==> src/rtl/seg_mux.sv <==
// Four-digit multiplexed 7-segment driver with frame-coherent shadow capture and anti-ghosting blanking.
// Optional PWM dimming from `brightness` is compiled in when SEG_MUX_DIMMING_EN is defined.
module seg_mux #(
    parameter int REFRESH_COUNT_MAX = 100000,
    parameter int BLANK_CYCLES      = 1000
) (
    input  logic       clk,
    input  logic       resetn,
    input  logic [7:0] dig_0,
    input  logic [7:0] dig_1,
    input  logic [7:0] dig_2,
    input  logic [7:0] dig_3,
    input  logic [3:0] brightness,
    output logic [3:0] an,
    output logic [7:0] seg,
    output logic       frame_tick
);

    localparam int CW = $clog2(REFRESH_COUNT_MAX);
    localparam logic [CW-1:0] CNT_LAST  = CW'(REFRESH_COUNT_MAX - 1);
    localparam logic [CW-1:0] BLANK_END = CW'(BLANK_CYCLES);

    typedef enum logic {
        PH_BLANK,
        PH_DRIVE
    } phase_e;

    logic [CW-1:0] cnt_q, cnt_d;
    logic [1:0]    idx_q, idx_d;
    logic [7:0]    shadow_q [4];
    logic [7:0]    shadow_d [4];
    logic [3:0]    an_q, an_d;
    logic [7:0]    seg_q, seg_d;
    logic          tick_q, tick_d;
    phase_e        phase;
    logic          lit;

`ifndef SEG_MUX_DIMMING_EN
    logic unused_brightness;
    assign unused_brightness = ^brightness;
`endif

    // NOTE: every variable gets a default at the top of the block so no path leaves one unassigned (no latches).
    always_comb begin
        cnt_d    = cnt_q + 1'b1;
        idx_d    = idx_q;
        shadow_d = shadow_q;
        tick_d   = 1'b0;
        an_d     = 4'b1111;
        seg_d    = 8'hFF;

        if (cnt_q == CNT_LAST) begin
            cnt_d = '0;
            idx_d = idx_q + 1'b1;
            // Whole-frame capture at the 3->0 wrap keeps all four digits from the same upstream sample.
            if (idx_q == 2'd3) begin
                shadow_d = '{dig_0, dig_1, dig_2, dig_3};
                tick_d   = 1'b1;
            end
        end

        phase = (cnt_q < BLANK_END) ? PH_BLANK : PH_DRIVE;
        lit   = (phase == PH_DRIVE);
`ifdef SEG_MUX_DIMMING_EN
        lit   = lit && (cnt_q[3:0] < brightness);
`endif
        if (lit) begin
            an_d  = ~(4'b0001 << idx_q);
            seg_d = shadow_q[idx_q];
        end
    end

    // NOTE: sequential state uses non-blocking assignments so every flop samples the pre-edge values.
    always_ff @(posedge clk or negedge resetn) begin
        if (!resetn) begin
            cnt_q    <= '0;
            idx_q    <= '0;
            // NOTE: the shadows are four discrete registers, not a RAM, so resetting them to blank is cheap and required.
            shadow_q <= '{default: 8'hFF};
            an_q     <= 4'b1111;
            seg_q    <= 8'hFF;
            tick_q   <= 1'b0;
        end else begin
            cnt_q    <= cnt_d;
            idx_q    <= idx_d;
            shadow_q <= shadow_d;
            an_q     <= an_d;
            seg_q    <= seg_d;
            tick_q   <= tick_d;
        end
    end

    assign an         = an_q;
    assign seg        = seg_q;
    assign frame_tick = tick_q;

endmodule

==> config.mk <==
export PLATFORM = sky130hd
export DESIGN_NAME = seg_mux
export DESIGN_NICKNAME = d
export VERILOG_FILES = /design/src/rtl/seg_mux.sv
export SDC_FILE = /design/constraint.sdc
export NUM_CORES = 1
export LEC_CHECK = 0
export ABC_AREA = 1
export BUFFER_PORTS_ARGS = -buffer_cell sky130_fd_sc_hd__buf_2
export CAP_MARGIN = 5
export CORE_MARGIN = 2
export CORE_UTILIZATION = 55
export CTS_CLUSTER_DIAMETER = 50
export DETAILED_ROUTE_END_ITERATION = 10
export MAX_ROUTING_LAYER = met4
export PLACE_DENSITY = 0.9
export SLEW_MARGIN = 20
export SYNTH_ARGS = -nofsm -noshare
export SYNTH_HDL_FRONTEND = slang
export SYNTH_SLANG_ARGS = --single-unit
==> constraint.sdc <==
create_clock -name clk -period 1.55 [get_ports clk]
set_input_delay 0.2325 -clock clk [delete_from_list [all_inputs] [get_ports clk]]
set_output_delay 0.2325 -clock clk [all_outputs]
set_load 0.01 [all_outputs]
==> run_results.csv, run 1 <==
group,metric,value,unit
status,run_status,"finished, violations left",
status,failed_checks,"setup timing",
critical_path,critPathRequiredTime,1.82,ns
clock_network,cts_buffers,9,
critical_path,cp_max_fo,11,
clock_network,cts_tree,"yes",
placed_design,buffer_ports.inserted,46,
clock_network,clk-insertion-delay-late,0.35,ns
cells_and_area,area.growth.synth_to_final,27.7,%
global_route,grt-ovfl-total,0,
timing,finalWorstPathRequiredPeriod,1.68,ns
global_route,first_global_vias,2677,
cells_and_area,leading_cell_type_in_the_layout_fill_and_taps_excluded,"sky130_fd_sc_hd__nand2_1",
clock_network,cts_sinks,64,
global_route,grt_antenna_before_repair,0,
route,wire_per_inst,17.3,um
floorplanning,die-height,80.1,um
timing,slew_headroom,63.9,%
yosys,synthesis.yosys.warnings,0,
cells_and_area,nets,499,
yosys,synth.lib_cells_used.distinct,25,
critical_path,setup.worst_path.end_class,"flop",
min_path,min_path_cells,3,
pwr,total_power,3.22,mW
floorplanning,boundaryPins,51,
route,antenna_violating_nets_post_route,0,
min_path,classification_of_the_worst_slack_hold_path,"primary input to flop",
critical_path,regToRegSetupSlack,-0.13,ns
cells_and_area,share_of_final_layout_standard_cells_stronger_than_drive_strength_1,37.3,%
timing,drv_slew,0,
placed_design,worst_setup_slack_before_clock_tree_synthesis,-0.129,ns
floorplanning,placeableCoreArea,0.00554,mm^2
route,post-route-drc-count,0,
critical_path,worst_ep_arrival_time,1.95,ns
route,detailed_route_iter0_violations,345,
route,routed_wl,9210,um
floorplanning,die_area,0.00642,mm^2
timing,rsz0062_at_grt,"true",
critical_path,cp-start-kind,"flop",
route,drt-pass1-iter-count,5,
yosys,post_synth.cell_area_avg,8.46,um^2
clock_network,h-tree-depth,3,
clock_network,clkTransAtPathRegs,0.07,ns
global_route,wire_length_of_the_first_global_routing_pass,13000,um
timing,finalSetupViolations,18,
cells_and_area,n_antenna_cell,0,
yosys,synth_fp_nets,420,
global_route,maximum_number_of_pins_on_one_net_before_global_route_repair,65,
placed_design,dp_hpwl,5140,um
timing,final_critical_path_setup_slack,-0.125,ns
yosys,seq_area_frac_synth,52.0,%
pwr,power_density,791,mW/mm^2
yosys,syn_inst,377,
timing,worst_slew_pin_slew,0.537,ns
floorplanning,die_x,80.1,um
global_route,grt.total_usage,27.3,%
timing,fin_clk_skew,0.00547,ns
critical_path,criticalPathCategory,"flop to flop",
critical_path,worst-r2r-cell-count,4,
yosys,ys_ff_latch,64,
clock_network,cts_root_buf,"sky130_fd_sc_hd__clkbuf_8",
floorplanning,initial_core_utilization,57.5,%
clock_network,clock_path_buffers,2,
floorplanning,num_rows,27,
timing,tcrit_tclk_final,108,%
placed_design,place_congestion,0.899,
pwr,total_leakage_power,1.95,nW
timing,max_freq,597,MHz
timing,totalNegativeSetupSlack,-1.37,ns
route,via_per_inst,5.90,
route,via_count,3146,
cells_and_area,layout.cells.most_common_list,"sky130_fd_sc_hd__nand2_1, sky130_fd_sc_hd__nor2_1, sky130_fd_sc_hd__buf_2",
job,cap_violations,0,
pwr,worst_ir_drop_vdd,0.000631,V
timing,finalHoldViolations,0,
yosys,summed_instance_area_of_the_synthesized_netlist,0.00319,mm^2
[registers in the layout, summed over array words and instances (netlist names)]
signal,flops
frame_tick,1
seg,8
idx_q,2
cnt_q,17
an,4
shadow_q,32
[stage by stage]
| step | instances | utilization (%) | hold slack, ns | area, um^2 |
|---|---|---|---|---|
| floorplan | 377 | - | -0.0631 | 3190 |
| global placement | 496 | 64.1 | 0.261 | 3550 |
| detailed placement | 496 | 64.1 | 0.266 | 3550 |
| CTS | 517 | 69.2 | 0.0986 | 3830 |
| global route | 533 | 73.5 | 0.106 | 4070 |
| finish | 533 | 73.5 | 0.108 | 4070 |
[per-layer routing]
metal	vias up	GRT usage, %	wire [um]
met5	-	-	0
met4	0	7.97	325
met3	47	6.97	1010
met2	240	40.8	4240
met1	1454	37.2	3630
li1	1405	-	-
[where the power goes]
part | leakage (nW) | switching, mW | internal, mW
combinational | 1.12 | 0.0443 | 0.0357
clock | 0.101 | 0.642 | 0.823
sequential | 0.724 | 0 | 1.68
total | 1.95 | 0.687 | 2.54
[worst paths after layout]
path | from | endpoint
worst max register to register | cnt_q[7]$_DFF_PN0_ | an[0]$_DFF_PN1_
worst max-delay path | cnt_q[7]$_DFF_PN0_ | an[0]$_DFF_PN1_
worst min register to register | shadow_q[9]$_DFFE_PN1P_ | shadow_q[9]$_DFFE_PN1P_
worst min-delay path | dig_2[6] | shadow_q[14]$_DFFE_PN1P_
max in group asynchronous | resetn | shadow_q[11]$_DFFE_PN1P_
min in group asynchronous | resetn | cnt_q[10]$_DFF_PN0_
[kinds of logic after synthesis]
kind of cell	Yosys count	synth area share [%]
AOI/OAI and AO/OA	32	6.12
buffers and inverters	45	6.67
xor gates and xnor gates	7	1.92
adders and majority gates	5	1.96
and+or+nand+nor	224	31.4
DFF	64	52.0
[synth_stat cells]
cell type	instances	area, um^2
sky130_fd_sc_hd__a21oi_1	3	15.0
sky130_fd_sc_hd__buf_2	5	25.0
sky130_fd_sc_hd__buf_4	4	30.0
sky130_fd_sc_hd__buf_6	3	33.8
sky130_fd_sc_hd__clkbuf_1	6	22.5
sky130_fd_sc_hd__dfrtp_1	20	500
sky130_fd_sc_hd__dfstp_2	44	1160
sky130_fd_sc_hd__ha_1	5	62.6
sky130_fd_sc_hd__inv_1	23	86.3
sky130_fd_sc_hd__inv_2	4	15.0
sky130_fd_sc_hd__nand2_1	113	424
sky130_fd_sc_hd__nand2_2	2	12.5
sky130_fd_sc_hd__nand3_1	11	55.1
sky130_fd_sc_hd__nand3_2	1	10.0
sky130_fd_sc_hd__nand3_4	1	17.5
sky130_fd_sc_hd__nand4_1	38	238
sky130_fd_sc_hd__nor2_1	55	206
sky130_fd_sc_hd__nor2_4	1	11.3
sky130_fd_sc_hd__nor2_8	1	20.0
sky130_fd_sc_hd__nor3_1	1	5.00
sky130_fd_sc_hd__o21ai_0	19	95.1
sky130_fd_sc_hd__o21bai_1	1	7.51
sky130_fd_sc_hd__o22a_1	8	70.1
sky130_fd_sc_hd__o31ai_1	1	7.51
sky130_fd_sc_hd__xor2_1	7	61.3
[final cells by class]
class | instances | area [um^2]
clock buffers | 11 | 151
clock inverters | 5 | 55.1
fillers | 362 | 1470
inverters | 27 | 106
multi-input cells | 273 | 1430
flip-flops and latches | 64 | 1660
well taps | 72 | 90.1
repair buffers | 81 | 576
[critical path, stage by stage (launching register included)]
cell	delay (ns)
sky130_fd_sc_hd__dfrtp_1	0.51
sky130_fd_sc_hd__nand2_1	0.19
sky130_fd_sc_hd__o31ai_1	0.52
sky130_fd_sc_hd__buf_4	0.29
sky130_fd_sc_hd__nand2_1	0.08
[repair_timing]
action,4_1_cts,5_1_grt
setup buffers,2,11
endpoints found under the setup margin,32,42
pin swaps,3,13
resized for setup,4,24
endpoints found under the hold margin,20,0
cloned,2,5
hold buffers,1,0
No activity file was read; power rests on OpenSTA's default activity.
==> run 2: changes to the inputs <==
--- a/config.mk
+++ b/config.mk
@@ -9,11 +9,11 @@
 export BUFFER_PORTS_ARGS = -buffer_cell sky130_fd_sc_hd__buf_2
 export CAP_MARGIN = 5
 export CORE_MARGIN = 2
-export CORE_UTILIZATION = 55
+export CORE_UTILIZATION = 40
 export CTS_CLUSTER_DIAMETER = 50
 export DETAILED_ROUTE_END_ITERATION = 10
 export MAX_ROUTING_LAYER = met4
-export PLACE_DENSITY = 0.9
+export PLACE_DENSITY = 0.72
 export SLEW_MARGIN = 20
 export SYNTH_ARGS = -nofsm -noshare
 export SYNTH_HDL_FRONTEND = slang
==> run_results.csv, run 2 (synthesis gave the netlist of run 1 again) <==
group,metric,value,unit
status,run_status,"complete, no violations",
route,post-route-drc-count,0,
cells_and_area,leading_cell_type_in_the_layout_fill_and_taps_excluded,"sky130_fd_sc_hd__nand2_1",
timing,final_critical_path_setup_slack,0.0391,ns
global_route,maximum_number_of_pins_on_one_net_before_global_route_repair,26,
clock_network,cts_tree,"yes",
min_path,classification_of_the_worst_slack_hold_path,"primary input to flop",
critical_path,criticalPathCategory,"flop to flop",
global_route,grt.total_usage,19.3,%
critical_path,critPathRequiredTime,1.84,ns
clock_network,clock_path_buffers,2,
floorplanning,die_x,93.3,um
route,detailed_route_iter0_violations,235,
timing,totalNegativeSetupSlack,0,ns
critical_path,worst_ep_arrival_time,1.80,ns
timing,worst_slew_pin_slew,0.482,ns
timing,slew_headroom,67.9,%
clock_network,clk-insertion-delay-late,0.34,ns
pwr,total_power,3.22,mW
clock_network,cts_buffers,9,
timing,max_freq,662,MHz
placed_design,post_placement_cell_area,0.00365,mm^2
pwr,total_leakage_power,1.94,nW
floorplanning,placeableCoreArea,0.00773,mm^2
floorplanning,num_rows,32,
timing,finalSetupViolations,0,
critical_path,cp_max_fo,9,
timing,rsz0062_at_grt,"true",
floorplanning,boundaryPins,51,
critical_path,cp-start-kind,"flop",
critical_path,critical_path.most_common_cell,"sky130_fd_sc_hd__nand2_1",
placed_design,worst_setup_slack_before_clock_tree_synthesis,-0.138,ns
timing,finalHoldViolations,0,
cells_and_area,n_antenna_cell,0,
min_path,worst_hold_startpoint,"dig_3[3]",
clock_network,h-tree-depth,3,
floorplanning,die-height,93.3,um
pwr,power_density,795,mW/mm^2
job,cap_violations,0,
cells_and_area,share_of_final_layout_standard_cells_stronger_than_drive_strength_1,35.4,%
critical_path,r2r_start,"cnt_q[1]$_DFF_PN0_",
global_route,grt_antenna_before_repair,0,
critical_path,worst_path_dominant_cell_family,"simple AND/OR/NAND/NOR gates",
cells_and_area,largest_register,"shadow_q",
placed_design,place_congestion,0.977,
critical_path,crit_start,"cnt_q[1]$_DFF_PN0_",
placed_design,dp_hpwl,5490,um
timing,fin_clk_skew,0.00619,ns
cells_and_area,area.growth.synth_to_final,27.0,%
route,drt-pass1-iter-count,4,
cells_and_area,design_area,0.00405,mm^2
critical_path,peak_per_stage_delay_on_the_critical_path,0.36,ns
cells_and_area,layout.core_utilization,52.4,%
timing,finalWorstPathRequiredPeriod,1.51,ns
pwr,worst_ir_drop_vdd,0.000421,V
route,wire_per_inst,13.8,um
critical_path,buffer_and_inverter_count_on_the_worst_path,3,
critical_path,regToRegSetupSlack,0.04,ns
route,antenna_violating_nets_post_route,0,
critical_path,crit_path_cell_trace,"ha_2 -> nand2_1 -> inv_2 -> nand2_2 -> nor2_4 -> buf_12 -> buf_6 -> nand4_1 -> nand2_1",
clock_network,cts_sinks,64,
global_route,first_global_vias,2569,
cells_and_area,nets,499,
cells_and_area,layout.cells.most_common_list,"sky130_fd_sc_hd__nand2_1, sky130_fd_sc_hd__nor2_1, sky130_fd_sc_hd__buf_2",
route,routed_wl,7790,um
timing,drv_slew,0,
timing,tcrit_tclk_final,97.5,%
route,via_count,2803,
critical_path,setup.worst_path.end_class,"flop",
route,via_per_inst,4.98,
cells_and_area,largest_reg_flops,32,
floorplanning,die_area,0.00870,mm^2
global_route,grt-ovfl-total,0,
floorplanning,initial_core_utilization,41.3,%
clock_network,cts_root_buf,"sky130_fd_sc_hd__clkbuf_8",
critical_path,slowest_stage,"sky130_fd_sc_hd__dfrtp_1",
placed_design,buffer_ports.inserted,46,
clock_network,clkTransAtPathRegs,0.07,ns
global_route,wire_length_of_the_first_global_routing_pass,12500,um
[run 2: worst paths after layout]
path,endpoint,cells past startpoint
worst min register to register,shadow_q[11]$_DFFE_PN1P_,2
worst min-delay path,shadow_q[3]$_DFFE_PN1P_,3
worst max-delay path,shadow_q[1]$_DFFE_PN1P_,9
min in group asynchronous,cnt_q[12]$_DFF_PN0_,2
worst max register to register,shadow_q[1]$_DFFE_PN1P_,9
max in group asynchronous,seg[4]$_DFF_PN1_,3
[run 2: cell type report]
cell class	instances	area, um^2
clock buffer	10	138
sequential	64	1660
clock inverter	6	68.8
multi-input combinational	271	1390
inverter	27	101
timing repair buffer	83	567
fill	724	3680
tap	102	128
[run 2: what timing repair did]
| action | 4_1_cts | 5_1_grt |
|---|---|---|
| pin swaps | 2 | 7 |
| cloned | 2 | 1 |
| endpoints found under the hold margin | 14 | 0 |
| setup buffers | 2 | 8 |
| hold buffers | 1 | 0 |
| endpoints found under the setup margin | 33 | 44 |
| gates resized for setup | 2 | 14 |
[run 2: worst register-to-register path, cell delays in order, from the launching register on]
cell and delay, ns:
sky130_fd_sc_hd__dfrtp_1 0.36, sky130_fd_sc_hd__ha_2 0.18, sky130_fd_sc_hd__nand2_1 0.09, sky130_fd_sc_hd__inv_2 0.10
sky130_fd_sc_hd__nand2_2 0.08, sky130_fd_sc_hd__nor2_4 0.14, sky130_fd_sc_hd__buf_12 0.15, sky130_fd_sc_hd__buf_6 0.14
sky130_fd_sc_hd__nand4_1 0.13, sky130_fd_sc_hd__nand2_1 0.08
[run 2: report_power, final]
group / switching [mW] / leakage (nW) / total [mW] / internal (mW)
sequential: 0 / 0.728 / 1.68 / 1.68
combinational: 0.0460 / 1.11 / 0.0864 / 0.0404
clock: 0.665 / 0.102 / 1.46 / 0.791
[run 2: metrics by stage]
| step | cells | hold WS [ns] |
|---|---|---|
| 2_1_floorplan | 377 | -0.0631 |
| 3_3_place_gp | 533 | 0.214 |
| 3_5_place_dp | 533 | 0.228 |
| 4_1_cts | 554 | 0.0962 |
| 5_1_grt | 563 | 0.109 |
| 6_report | 563 | 0.108 |
[run 2: metal layers]
layer | global-route usage [%] | share of wire (%)
met1 | 27.7 | 48
met2 | 27.2 | 45
met3 | 3.14 | 4.8
met4 | 7.84 | 1.9
met5 | - | 0
